## config.mk

```make
export PLATFORM = sky130hd
export DESIGN_NAME = fpu_addsub_pipe
export DESIGN_NICKNAME = d
export VERILOG_FILES = /design/src/rtl/fpu_addsub_pipe.sv
export SDC_FILE = /design/constraint.sdc
export NUM_CORES = 1
export LEC_CHECK = 0
export CAP_MARGIN = 15
export CORE_MARGIN = 4
export CORE_UTILIZATION = 58
export DETAILED_ROUTE_END_ITERATION = 10
export MAX_ROUTING_LAYER = met4
export PLACE_DENSITY = 0.79
export SLEW_MARGIN = 20
export SYNTH_ARGS = -nofsm -noshare
export SYNTH_HDL_FRONTEND = slang
export SYNTH_SLANG_ARGS = --single-unit
```

## constraint.sdc

```tcl
create_clock -name i_clk -period 8.1 [get_ports i_clk]
set_input_delay 1.62 -clock i_clk [delete_from_list [all_inputs] [get_ports i_clk]]
set_output_delay 1.62 -clock i_clk [all_outputs]
set_load 0.02 [all_outputs]
```

## src/rtl/fpu_addsub_pipe.sv

```systemverilog
// fpu_addsub_pipe: 3-stage IEEE-style floating-point adder/subtractor with a global stall.
// Ports: i_clk/i_rst_n (rising clock, async active-low reset).
//   i_valid/o_ready: operand handshake.
//   i_add_sub: 0 = a+b, 1 = a-b.
//   i_32_a/i_32_b: operands.
//   o_valid/i_ready: result handshake.
//   o_32_s: result.
//   o_ov_flag/o_un_flag: per-result flags, qualified by o_valid.
//   i_flag_clr: clears the sticky flags.
//   o_sticky_ov/o_sticky_un: sticky flags, present only with FPU_STICKY_FLAGS_EN.
// Rounding is round-to-nearest-even. Subnormal inputs are flushed to zero.
module fpu_addsub_pipe #(
  parameter int EXP_W = 8,
  parameter int MAN_W = 23
) (
  input  logic                 i_clk,
  input  logic                 i_rst_n,
  input  logic                 i_valid,
  output logic                 o_ready,
  input  logic                 i_add_sub,
  input  logic [EXP_W+MAN_W:0] i_32_a,
  input  logic [EXP_W+MAN_W:0] i_32_b,
  output logic                 o_valid,
  input  logic                 i_ready,
  output logic [EXP_W+MAN_W:0] o_32_s,
  output logic                 o_ov_flag,
  output logic                 o_un_flag,
  input  logic                 i_flag_clr,
  output logic                 o_sticky_ov,
  output logic                 o_sticky_un
);
  localparam int W = 1 + EXP_W + MAN_W;
  localparam int M = MAN_W + 4;
  localparam int N = MAN_W + 5;
  localparam logic [EXP_W-1:0] EMAX = '1;
  localparam logic [EXP_W-1:0] M_E = EXP_W'(M);
  localparam logic [W-1:0] QNAN = {1'b0, EMAX, 1'b1, {(MAN_W-1){1'b0}}};
  logic adv;
  assign adv = !o_valid || i_ready;
  assign o_ready = adv;
  logic sa, sb, nan_a, nan_b, inf_a, inf_b, swap, bad, spec;
  logic [EXP_W-1:0] ea, eb, e_big, d, ds;
  logic [MAN_W-1:0] fa, fb;
  logic [M-1:0] m_big, m_small, small_al;
  logic [2*M-1:0] wide;
  logic [W-1:0] spec_val;
  assign sa = i_32_a[W-1];
  assign sb = i_32_b[W-1] ^ i_add_sub;
  assign ea = i_32_a[W-2:MAN_W];
  assign eb = i_32_b[W-2:MAN_W];
  assign fa = ea == '0 ? '0 : i_32_a[MAN_W-1:0];
  assign fb = eb == '0 ? '0 : i_32_b[MAN_W-1:0];
  assign nan_a = ea == EMAX && fa != '0;
  assign nan_b = eb == EMAX && fb != '0;
  assign inf_a = ea == EMAX && fa == '0;
  assign inf_b = eb == EMAX && fb == '0;
  assign swap = {eb, fb} > {ea, fa};
  assign e_big = swap ? eb : ea;
  assign m_big = swap ? {eb != '0, fb, 3'b000} : {ea != '0, fa, 3'b000};
  assign m_small = swap ? {ea != '0, fa, 3'b000} : {eb != '0, fb, 3'b000};
  assign d = swap ? eb - ea : ea - eb;
  // Shifts past the mantissa width collapse entirely into the sticky bit.
  assign ds = d > M_E ? M_E : d;
  assign wide = {m_small, {M{1'b0}}} >> ds;
  assign small_al = {wide[2*M-1:M+1], wide[M] | (|wide[M-1:0])};
  assign bad = nan_a || nan_b || (inf_a && inf_b && (sa ^ sb));
  assign spec = nan_a || nan_b || inf_a || inf_b;
  assign spec_val = bad ? QNAN : {inf_a ? sa : sb, EMAX, {MAN_W{1'b0}}};
  logic v1, sp1, sg1, sub1;
  logic [W-1:0] sv1;
  logic [EXP_W-1:0] e1;
  logic [M-1:0] mb1, ms1;
  logic v2, sp2, sg2, sub2;
  logic [W-1:0] sv2;
  logic [EXP_W-1:0] e2;
  logic [N-1:0] sum2;
  logic [EXP_W+1:0] lz, e_n, e_r;
  logic [N-1:0] shl;
  logic [M-1:0] m_n;
  logic [MAN_W+1:0] mr;
  logic up, zero, uf, ov;
  logic [W-1:0] res;
  always_comb begin
    lz = '0;
    for (int i = 0; i < N - 1; i++) lz = sum2[i] ? (EXP_W+2)'(N - 2 - i) : lz;
  end
  assign shl = sum2 << lz;
  // A carry out shifts right by one; otherwise shift left to bring the leading one up.
  assign m_n = sum2[N-1] ? {sum2[N-1:2], |sum2[1:0]} : shl[M-1:0];
  assign e_n = sum2[N-1] ? {2'b00, e2} + {{(EXP_W+1){1'b0}}, 1'b1} : {2'b00, e2} - lz;
  assign up = m_n[2] && (m_n[1] || m_n[0] || m_n[3]);
  assign mr = {1'b0, m_n[M-1:3]} + {{(MAN_W+1){1'b0}}, up};
  assign e_r = e_n + {{(EXP_W+1){1'b0}}, mr[MAN_W+1]};
  assign zero = sum2 == '0;
  assign uf = !zero && (e_n[EXP_W+1] || e_n == '0);
  assign ov = !zero && !uf && e_r >= {2'b00, EMAX};
  assign res = sp2 ? sv2 :
               zero ? {!sub2 && sg2, {(W-1){1'b0}}} :
               uf ? {sg2, {(W-1){1'b0}}} :
               ov ? {sg2, EMAX, {MAN_W{1'b0}}} :
               {sg2, e_r[EXP_W-1:0], mr[MAN_W-1:0]};
  logic unused_bits;
  assign unused_bits = ^{mr[MAN_W], shl[N-1]};
  always_ff @(posedge i_clk or negedge i_rst_n) begin
    if (!i_rst_n) begin
      {v1, sp1, sg1, sub1, sv1, e1, mb1, ms1} <= '0;
      {v2, sp2, sg2, sub2, sv2, e2, sum2} <= '0;
      {o_valid, o_32_s, o_ov_flag, o_un_flag} <= '0;
    end else if (adv) begin
      v1 <= i_valid;
      sp1 <= spec;
      sv1 <= spec_val;
      sg1 <= swap ? sb : sa;
      sub1 <= sa ^ sb;
      e1 <= e_big;
      mb1 <= m_big;
      ms1 <= small_al;
      v2 <= v1;
      sp2 <= sp1;
      sv2 <= sv1;
      sg2 <= sg1;
      sub2 <= sub1;
      e2 <= e1;
      sum2 <= sub1 ? {1'b0, mb1} - {1'b0, ms1} : {1'b0, mb1} + {1'b0, ms1};
      o_valid <= v2;
      o_32_s <= res;
      o_ov_flag <= !sp2 && ov;
      o_un_flag <= !sp2 && uf;
    end
  end
`ifdef FPU_STICKY_FLAGS_EN
  always_ff @(posedge i_clk or negedge i_rst_n) begin
    if (!i_rst_n) begin
      o_sticky_ov <= 1'b0;
      o_sticky_un <= 1'b0;
    end else begin
      o_sticky_ov <= (o_valid && i_ready && o_ov_flag) || (o_sticky_ov && !i_flag_clr);
      o_sticky_un <= (o_valid && i_ready && o_un_flag) || (o_sticky_un && !i_flag_clr);
    end
  end
`else
  logic unused_flag_clr;
  assign unused_flag_clr = i_flag_clr;
  assign o_sticky_ov = 1'b0;
  assign o_sticky_un = 1'b0;
`endif
endmodule
```

**Word-level counts from Yosys, hierarchy flattened**

Index checks and enable logic that the tools add are counted.

- Register bits: 205
- Bits in latches: 0
- Bits in writable memories: 0
- ROM bits: 0
- Word-level logic and storage cells: 119
- Memories kept: 0

- Add/subtract/negate cells: 8
- Multipliers: 0
- Divide/modulo/power cells: 0
- Magnitude comparators: 3
- Equality and inequality tests: 2
- Shifts and indexed selects: 2
- Mux-type cells: 44
- Bitwise operators: 3
- Reduce and logical (&&, ||, !) cells: 38

Operators with widths:

| cell | count |
|---|---|
| two-way mux 5 bit | 27 |
| two-way mux 32 bit | 3 |
| two-way mux 27 bit | 3 |
| two-way mux 31 bit | 2 |
| right shift 54 x 8 -> 54 bit | 1 |
| logical NOT 23 bit | 2 |
| two-way mux 23 bit | 2 |
| nonzero test 23 bit | 2 |
| > comparator 31 bit | 1 |
| adder 27 x 27 -> 28 bit | 1 |
| logical NOT 28 bit | 1 |
| two-way mux 28 bit | 1 |
| left shift 28 x 5 -> 27 bit | 1 |
| subtractor 27 x 27 -> 28 bit | 1 |
| OR reduction 27 bit | 1 |
| adder 24 x 1 -> 25 bit | 1 |
| two-way mux 8 bit | 3 |
| equality test 8 bit, second input constant | 2 |
| logical NOT 8 bit | 2 |
| nonzero test 8 bit | 2 |
| subtractor 8 bit | 2 |
| logical AND 1 bit | 13 |
| adder 10 x 1 -> 10 bit | 1 |
| greater-or-equal comparator 10 x 8 -> 1 bit, second input constant | 1 |
| 11 further kinds | 24 |

**Longest topological paths before layout**

Gate-level depths: netlist of the first run.

- Word-level depth: 40
- Gate-level depth with buffers: 32
- Gate-level depth less buffers: 27

**Worst setup path before layout of the first run**

Ideal clock, no wire load.

- Path kind: input port to flip-flop
- From: in i_32_b[28]
- To: reg ms1[0]
- Library setup time: 131 ps
- Data arrival time: 6106 ps
- Setup slack: 1862 ps
- Cell stages on the path: 22
- Buffers on the path: 4
- Cell sequence: nor4_1 -> nand2_1 -> clkbuf_1 -> and2_1 -> ha_1 -> a21oi_1 -> a21oi_1 -> a2111oi_0 -> and4_1 -> clkbuf_1 -> clkbuf_1 -> o22ai_1 -> o211ai_1 -> nand4_2 -> or3_1 -> clkbuf_1 -> a211oi_1 -> a21oi_1 -> a211oi_1 -> nand4_1 -> nor4_1 -> a21oi_1

- Longest elaborated chain between the ends: 9
- Elaborated cells on any way between the ends: 13
- Those cells by class: 2 x add/sub; 2 x order compare; 1 x shift; 4 x mux; 1 x bitwise; 3 x reduce/logical

Ends and longest elaborated chain:

| element | RTL line | text |
|---|---|---|
| start: declaration | 22 | `input logic [EXP_W+MAN_W:0] i_32_b,` |
| logical NOT 8 bit | 52 | `assign fb = eb == '0 ? '0 : i_32_b[MAN_W-1:0];` |
| two-way mux 23 bit | 52 |  |
| > comparator 31 bit | 57 | `assign swap = {eb, fb} > {ea, fa};` |
| two-way mux 8 bit | 61 | `assign d = swap ? eb - ea : ea - eb;` |
| > comparator 8 x 5 -> 1 bit | 63 | `assign ds = d > M_E ? M_E : d;` |
| two-way mux 8 bit | 63 |  |
| right shift 54 x 8 -> 54 bit (*) | 64 | `assign wide = {m_small, {M{1'b0}}} >> ds;` |
| OR reduction 27 bit | 65 | `assign small_al = {wide[2*M-1:M+1], wide[M] \| (\|wide[M-1:0])};` |
| OR 1 bit (*) | 65 |  |
| end signal: assignment | 117 | `ms1 <= small_al;` |
| end: declaration | 72 | `logic [M-1:0] mb1, ms1;` |

Mark *: on every way between the ends. The rest lies on a longest branch, timed or not.
A chain may end at the register's enable or synchronous reset.

**Worst setup path in the final report of the first run**

- From: reg sum2[7]
- To: reg o_32_s[22]

- Longest elaborated chain between the ends: 33
- Elaborated cells on any way between the ends: 42
- Those cells by class: 3 x add/sub; 1 x order compare; 1 x shift; 26 x mux; 11 x reduce/logical

Ends and longest elaborated chain:

| element | RTL line | text |
|---|---|---|
| start: declaration | 76 | `logic [N-1:0] sum2;` |
| start signal: assignment | 124 | `sum2 <= sub1 ? {1'b0, mb1} - {1'b0, ms1} : {1'b0, mb1} + {1'b0, ms1};` |
| two-way mux 5 bit (20 in series) | 85 | `for (int i = 0; i < N - 1; i++) lz = sum2[i] ? (EXP_W+2)'(N - 2 - i) : lz;` |
| left shift 28 x 5 -> 27 bit | 87 | `assign shl = sum2 << lz;` |
| two-way mux 27 bit | 89 | `assign m_n = sum2[N-1] ? {sum2[N-1:2], \|sum2[1:0]} : shl[M-1:0];` |
| logical OR 1 bit (2 in series) | 91 | `assign up = m_n[2] && (m_n[1] \|\| m_n[0] \|\| m_n[3]);` |
| logical AND 1 bit | 91 |  |
| adder 24 x 1 -> 25 bit | 92 | `assign mr = {1'b0, m_n[M-1:3]} + {{(MAN_W+1){1'b0}}, up};` |
| adder 10 x 1 -> 10 bit | 93 | `assign e_r = e_n + {{(EXP_W+1){1'b0}}, mr[MAN_W+1]};` |
| greater-or-equal comparator 10 x 8 -> 1 bit | 96 | `assign ov = !zero && !uf && e_r >= {2'b00, EMAX};` |
| logical AND 1 bit | 96 |  |
| two-way mux 31 bit | 100 | `ov ? {sg2, EMAX, {MAN_W{1'b0}}} :` |
| two-way mux 31 bit | 99 | `uf ? {sg2, {(W-1){1'b0}}} :` |
| two-way mux 32 bit (*) | 98 | `zero ? {!sub2 && sg2, {(W-1){1'b0}}} :` |
| two-way mux 32 bit (*) | 97 | `assign res = sp2 ? sv2 :` |
| end signal: assignment | 126 | `o_32_s <= res;` |
| end: declaration | 25 | `output logic [EXP_W+MAN_W:0] o_32_s,` |

Marks and branches as above.

==> results of run 1 <==
==> sequential cells by signal (all words and copies together) (netlist names) <==
signal	cells
e2	8
sub1	1
sp1	1
o_un_flag	1
sp2	1
o_32_s	32
sub2	1
mb1	24
o_valid	1
v1	1
o_ov_flag	1
v2	1
sg1	1
sv2	3
sum2	28
sv1	3
sg2	1
ms1	27
e1	8
==> cells in the mapped netlist, types with 7 or more instances <==
| cell | instances | area [um2] |
|---|---|---|
| nand2_1 | 239 | 897 |
| nor2_1 | 173 | 649 |
| a21oi_1 | 157 | 786 |
| dfrtp_1 | 144 | 3600 |
| o21ai_0 | 144 | 721 |
| clkbuf_1 | 90 | 338 |
| mux2i_1 | 77 | 771 |
| ha_1 | 72 | 901 |
| inv_1 | 55 | 206 |
| xnor2_1 | 51 | 447 |
| nand3_1 | 44 | 220 |
| nor3_1 | 43 | 215 |
| a211oi_1 | 37 | 278 |
| and2_1 | 31 | 194 |
| xor2_1 | 29 | 254 |
| nor4_1 | 28 | 175 |
| a21o_1 | 23 | 173 |
| nand4_1 | 23 | 144 |
| o31ai_1 | 23 | 173 |
| a22o_1 | 20 | 175 |
| a31oi_1 | 20 | 125 |
| o21a_1 | 19 | 143 |
| nor2b_1 | 17 | 106 |
| mux2_2 | 16 | 180 |
| buf_2 | 14 | 70.1 |
| nand2b_1 | 14 | 87.6 |
| o22ai_1 | 14 | 87.6 |
| o211ai_1 | 13 | 97.6 |
| or3_1 | 13 | 81.3 |
| and3_1 | 10 | 62.6 |
| buf_1 | 10 | 37.5 |
| o41ai_1 | 10 | 87.6 |
| a22oi_1 | 9 | 67.6 |
| or4_1 | 8 | 60.1 |
| a221oi_1 | 7 | 61.3 |
| buf_4 | 7 | 52.6 |
==> worst max-delay path: cells and delay by family, from the launching register on <==
family | cells | cell delay, ps
AO/OA/AOI/OAI | 8 | 1860
XOR/XNOR | 1 | 250
adder cells (fa/ha/maj) | 2 | 420
buffers and inverters | 2 | 650
flip-flops | 1 | 480
multiplexers | 2 | 440
AND/OR/NAND/NOR | 11 | 3240
==> cells in the final DEF, fill, tap and decap left out, drive strengths merged, types with 29 or more instances in the layout <==
cell type	Yosys	final
ha	72	72
nand2	239	239
a211oi	37	37
nor3	46	46
nor4	29	29
nand3	45	45
xnor2	51	51
buf	34	94
and2	31	31
xor2	29	29
nor2	174	174
mux2i	77	77
o21ai	146	146
a21oi	158	158
inv	56	62
dfrtp	144	144
clkdlybuf4s50	0	103
==> area by class of cell <==
class | count | area, um2
inverters | 60 | 231
well taps | 319 | 399
flip-flops and latches | 144 | 3600
clock inverters | 15 | 188
repair buffers | 197 | 1790
multi-input cells | 1502 | 9580
fillers | 2000 | 7320
clock buffers | 17 | 425
==> how the worst max path moves through the flow <==
stage	startpoint	end	cells past startpoint
after floorplan	i_32_b[28]	ms1[0]	22
after global placement	i_32_b[29]	ms1[0]	21
after detailed placement	i_32_b[29]	ms1[0]	21
after CTS	i_32_b[29]	ms1[0]	21
after global routing	sum2[7]	o_32_s[22]	26
final	sum2[7]	o_32_s[22]	26
==> layer usage <==
layer	vias up	global-route usage
met5	-	-
met1	6901	0.466
met4	0	0.0884
li1	6846	-
met3	86	0.0294
met2	635	0.538
==> kinds of logic (layout without fill, tap and decap cells) <==
logic type | after synthesis | count (layout) | share of synthesized area
other | 1 | 2 | 0.000269
AOI/OAI and AO/OA | 570 | 570 | 0.263
adders and majority gates | 75 | 75 | 0.0690
DFF | 144 | 144 | 0.259
buffers and inverters | 184 | 289 | 0.0553
xor gates and xnor gates | 80 | 80 | 0.0503
and+or+nand+nor | 678 | 678 | 0.230
muxes | 97 | 97 | 0.0742
==> through the flow <==
step | setup slack (ps) | instance area [um2] | cells | hold WS (ps)
6_report | 599 | 16200 | 2254 | 467
5_1_grt | 99.8 | 16200 | 2254 | 500
4_1_cts | 763 | 16200 | 2254 | 469
3_5_place_dp | 313 | 15600 | 2222 | 452
3_3_place_gp | 450 | 15600 | 2222 | 441
2_1_floorplan | 1860 | 13900 | 1830 | 430
==> power by group through the flow <==
stage	Sequential (mW)	Combinational, mW	Clock [mW]
global route	1.36	4.16	0.860
CTS	1.32	3.75	0.830
global placement	1.32	3.65	0
detailed placement	1.33	3.72	0
floorplan	1.25	2.73	0
finish	1.33	3.80	0.821
==> impl_metrics.json, run 1 <==
{
  "htree_levels": 4,
  "crit_top_cell": "a21oi_1",
  "drt-met1-wl_mm": 19.8,
  "drv_slew": 0,
  "fp.dieH_um": 163,
  "rr_endpoint": "o_32_s[22]",
  "hold_class": "flip-flop to flip-flop",
  "route.top_layer_used": "met4",
  "place.gp.congestion": 0.968,
  "initial_core_util": 0.592,
  "finish.utilization": 0.689,
  "wire_per_inst_um": 19.5,
  "pwr-share-clk": 0.138,
  "dieWidth_um": 163,
  "dr_total_vias": 14468,
  "tightest_slew_ps": 1010,
  "r2r_slack_ps": 600,
  "grt_overflow": 0,
  "pwr-share-comb": 0.639,
  "dr.pass1.iters": 5,
  "min_from": "sv2[22]",
  "r2r-start": "sum2[7]",
  "cts_buffer_depth": 2,
  "place_hpwl_mm": 33.4,
  "min_period_ps": 7500,
  "crit_type": "flip-flop to flip-flop",
  "grt_pass1_vias": 13536,
  "avgSynthCellArea_um2": 7.62,
  "grt_pass1_wl_mm": 70.6,
  "skew_ps": 18.1,
  "area_growth_pct": 16.4,
  "io_pins": 108,
  "synth_flop_cell": "dfrtp_1",
  "ys_seq_area_frac": 0.259,
  "drt_iter0_drc": 1556,
  "p_per_area_nw_per_um2": 367,
  "switching_power_mw": 2.96,
  "finalHoldViolCount": 0,
  "relSlewSlack": 0.316,
  "p_total_mw": 5.95,
  "cts_tree": "yes",
  "wl_mm": 44.0,
  "diodes": 0,
  "status": "completed",
  "postCtsHoldBufs": 0,
  "grt_max_degree": 85,
  "antenna_found_initial": 0,
  "hold_path_depth": 2,
  "critPathRequiredTime_ps": 8410,
  "fmax_mhz": 133,
  "finalCritPeriodShare": 0.926,
  "post_cts_resized": 0,
  "ir_drop_v": 0.000174,
  "cts_inserted_buffers": 17,
  "grt_setup_unrepaired": "false",
  "setup_tns_ps": 0,
  "cp-end-kind": "flip-flop",
  "floorplan.die_area_um2": 26600,
  "cts.sinks": 144,
  "final_antenna_net_count": 0,
  "synth_warnings": 0,
  "synth_edf_count": 0,
  "syn_area_um2": 13900,
  "met2WireLength_mm": 20.3,
  "core_um2": 23500,
  "async_reset_ff_frac": 1.00,
  "p_sw_frac": 0.497,
  "grt_use_total": 0.337,
  "drc_errors": 0,
  "slowest_stage": "and2_1",
  "r2r_cells": 26,
  "crit_fanout": 31,
  "finalSetupViolations": 0,
  "power_frac_seq": 0.223,
  "intPower_mw": 2.99,
  "post_cts_buffers": 0,
  "p_leak_nw": 7.07,
  "layout-drive-gt1-share": 0.0894,
  "ys_seq_elements": 144,
  "cts-root-buf": "clkbuf_16",
  "drv_cap": 0,
  "cts.clk_slew.worst_paths_ps": 80,
  "placementRows": 56,
  "cp_slowest_stage_delay_ps": 660,
  "synthDistinctLibCells": 89,
  "critPathArrivalTime_ps": 7810,
  "clock_latency_ps": 440,
  "met3WireLength_mm": 2.88,
  "port_buffers": 104,
  "viasPerCell": 6.42,
  "syn_inst": 1829,
  "fin_nets": 2067,
  "holdPathEnd": "sv2[22]",
  "cp-start-kind": "flip-flop"
}
Power figures use the tool's default switching activity.
==> run 2, diff against run 1 <==
Settings changed: SKIP_LAST_GASP set to 1.
==> results of run 2 <==
No change in the layout: final DEF, timing and power equal those of run 1.
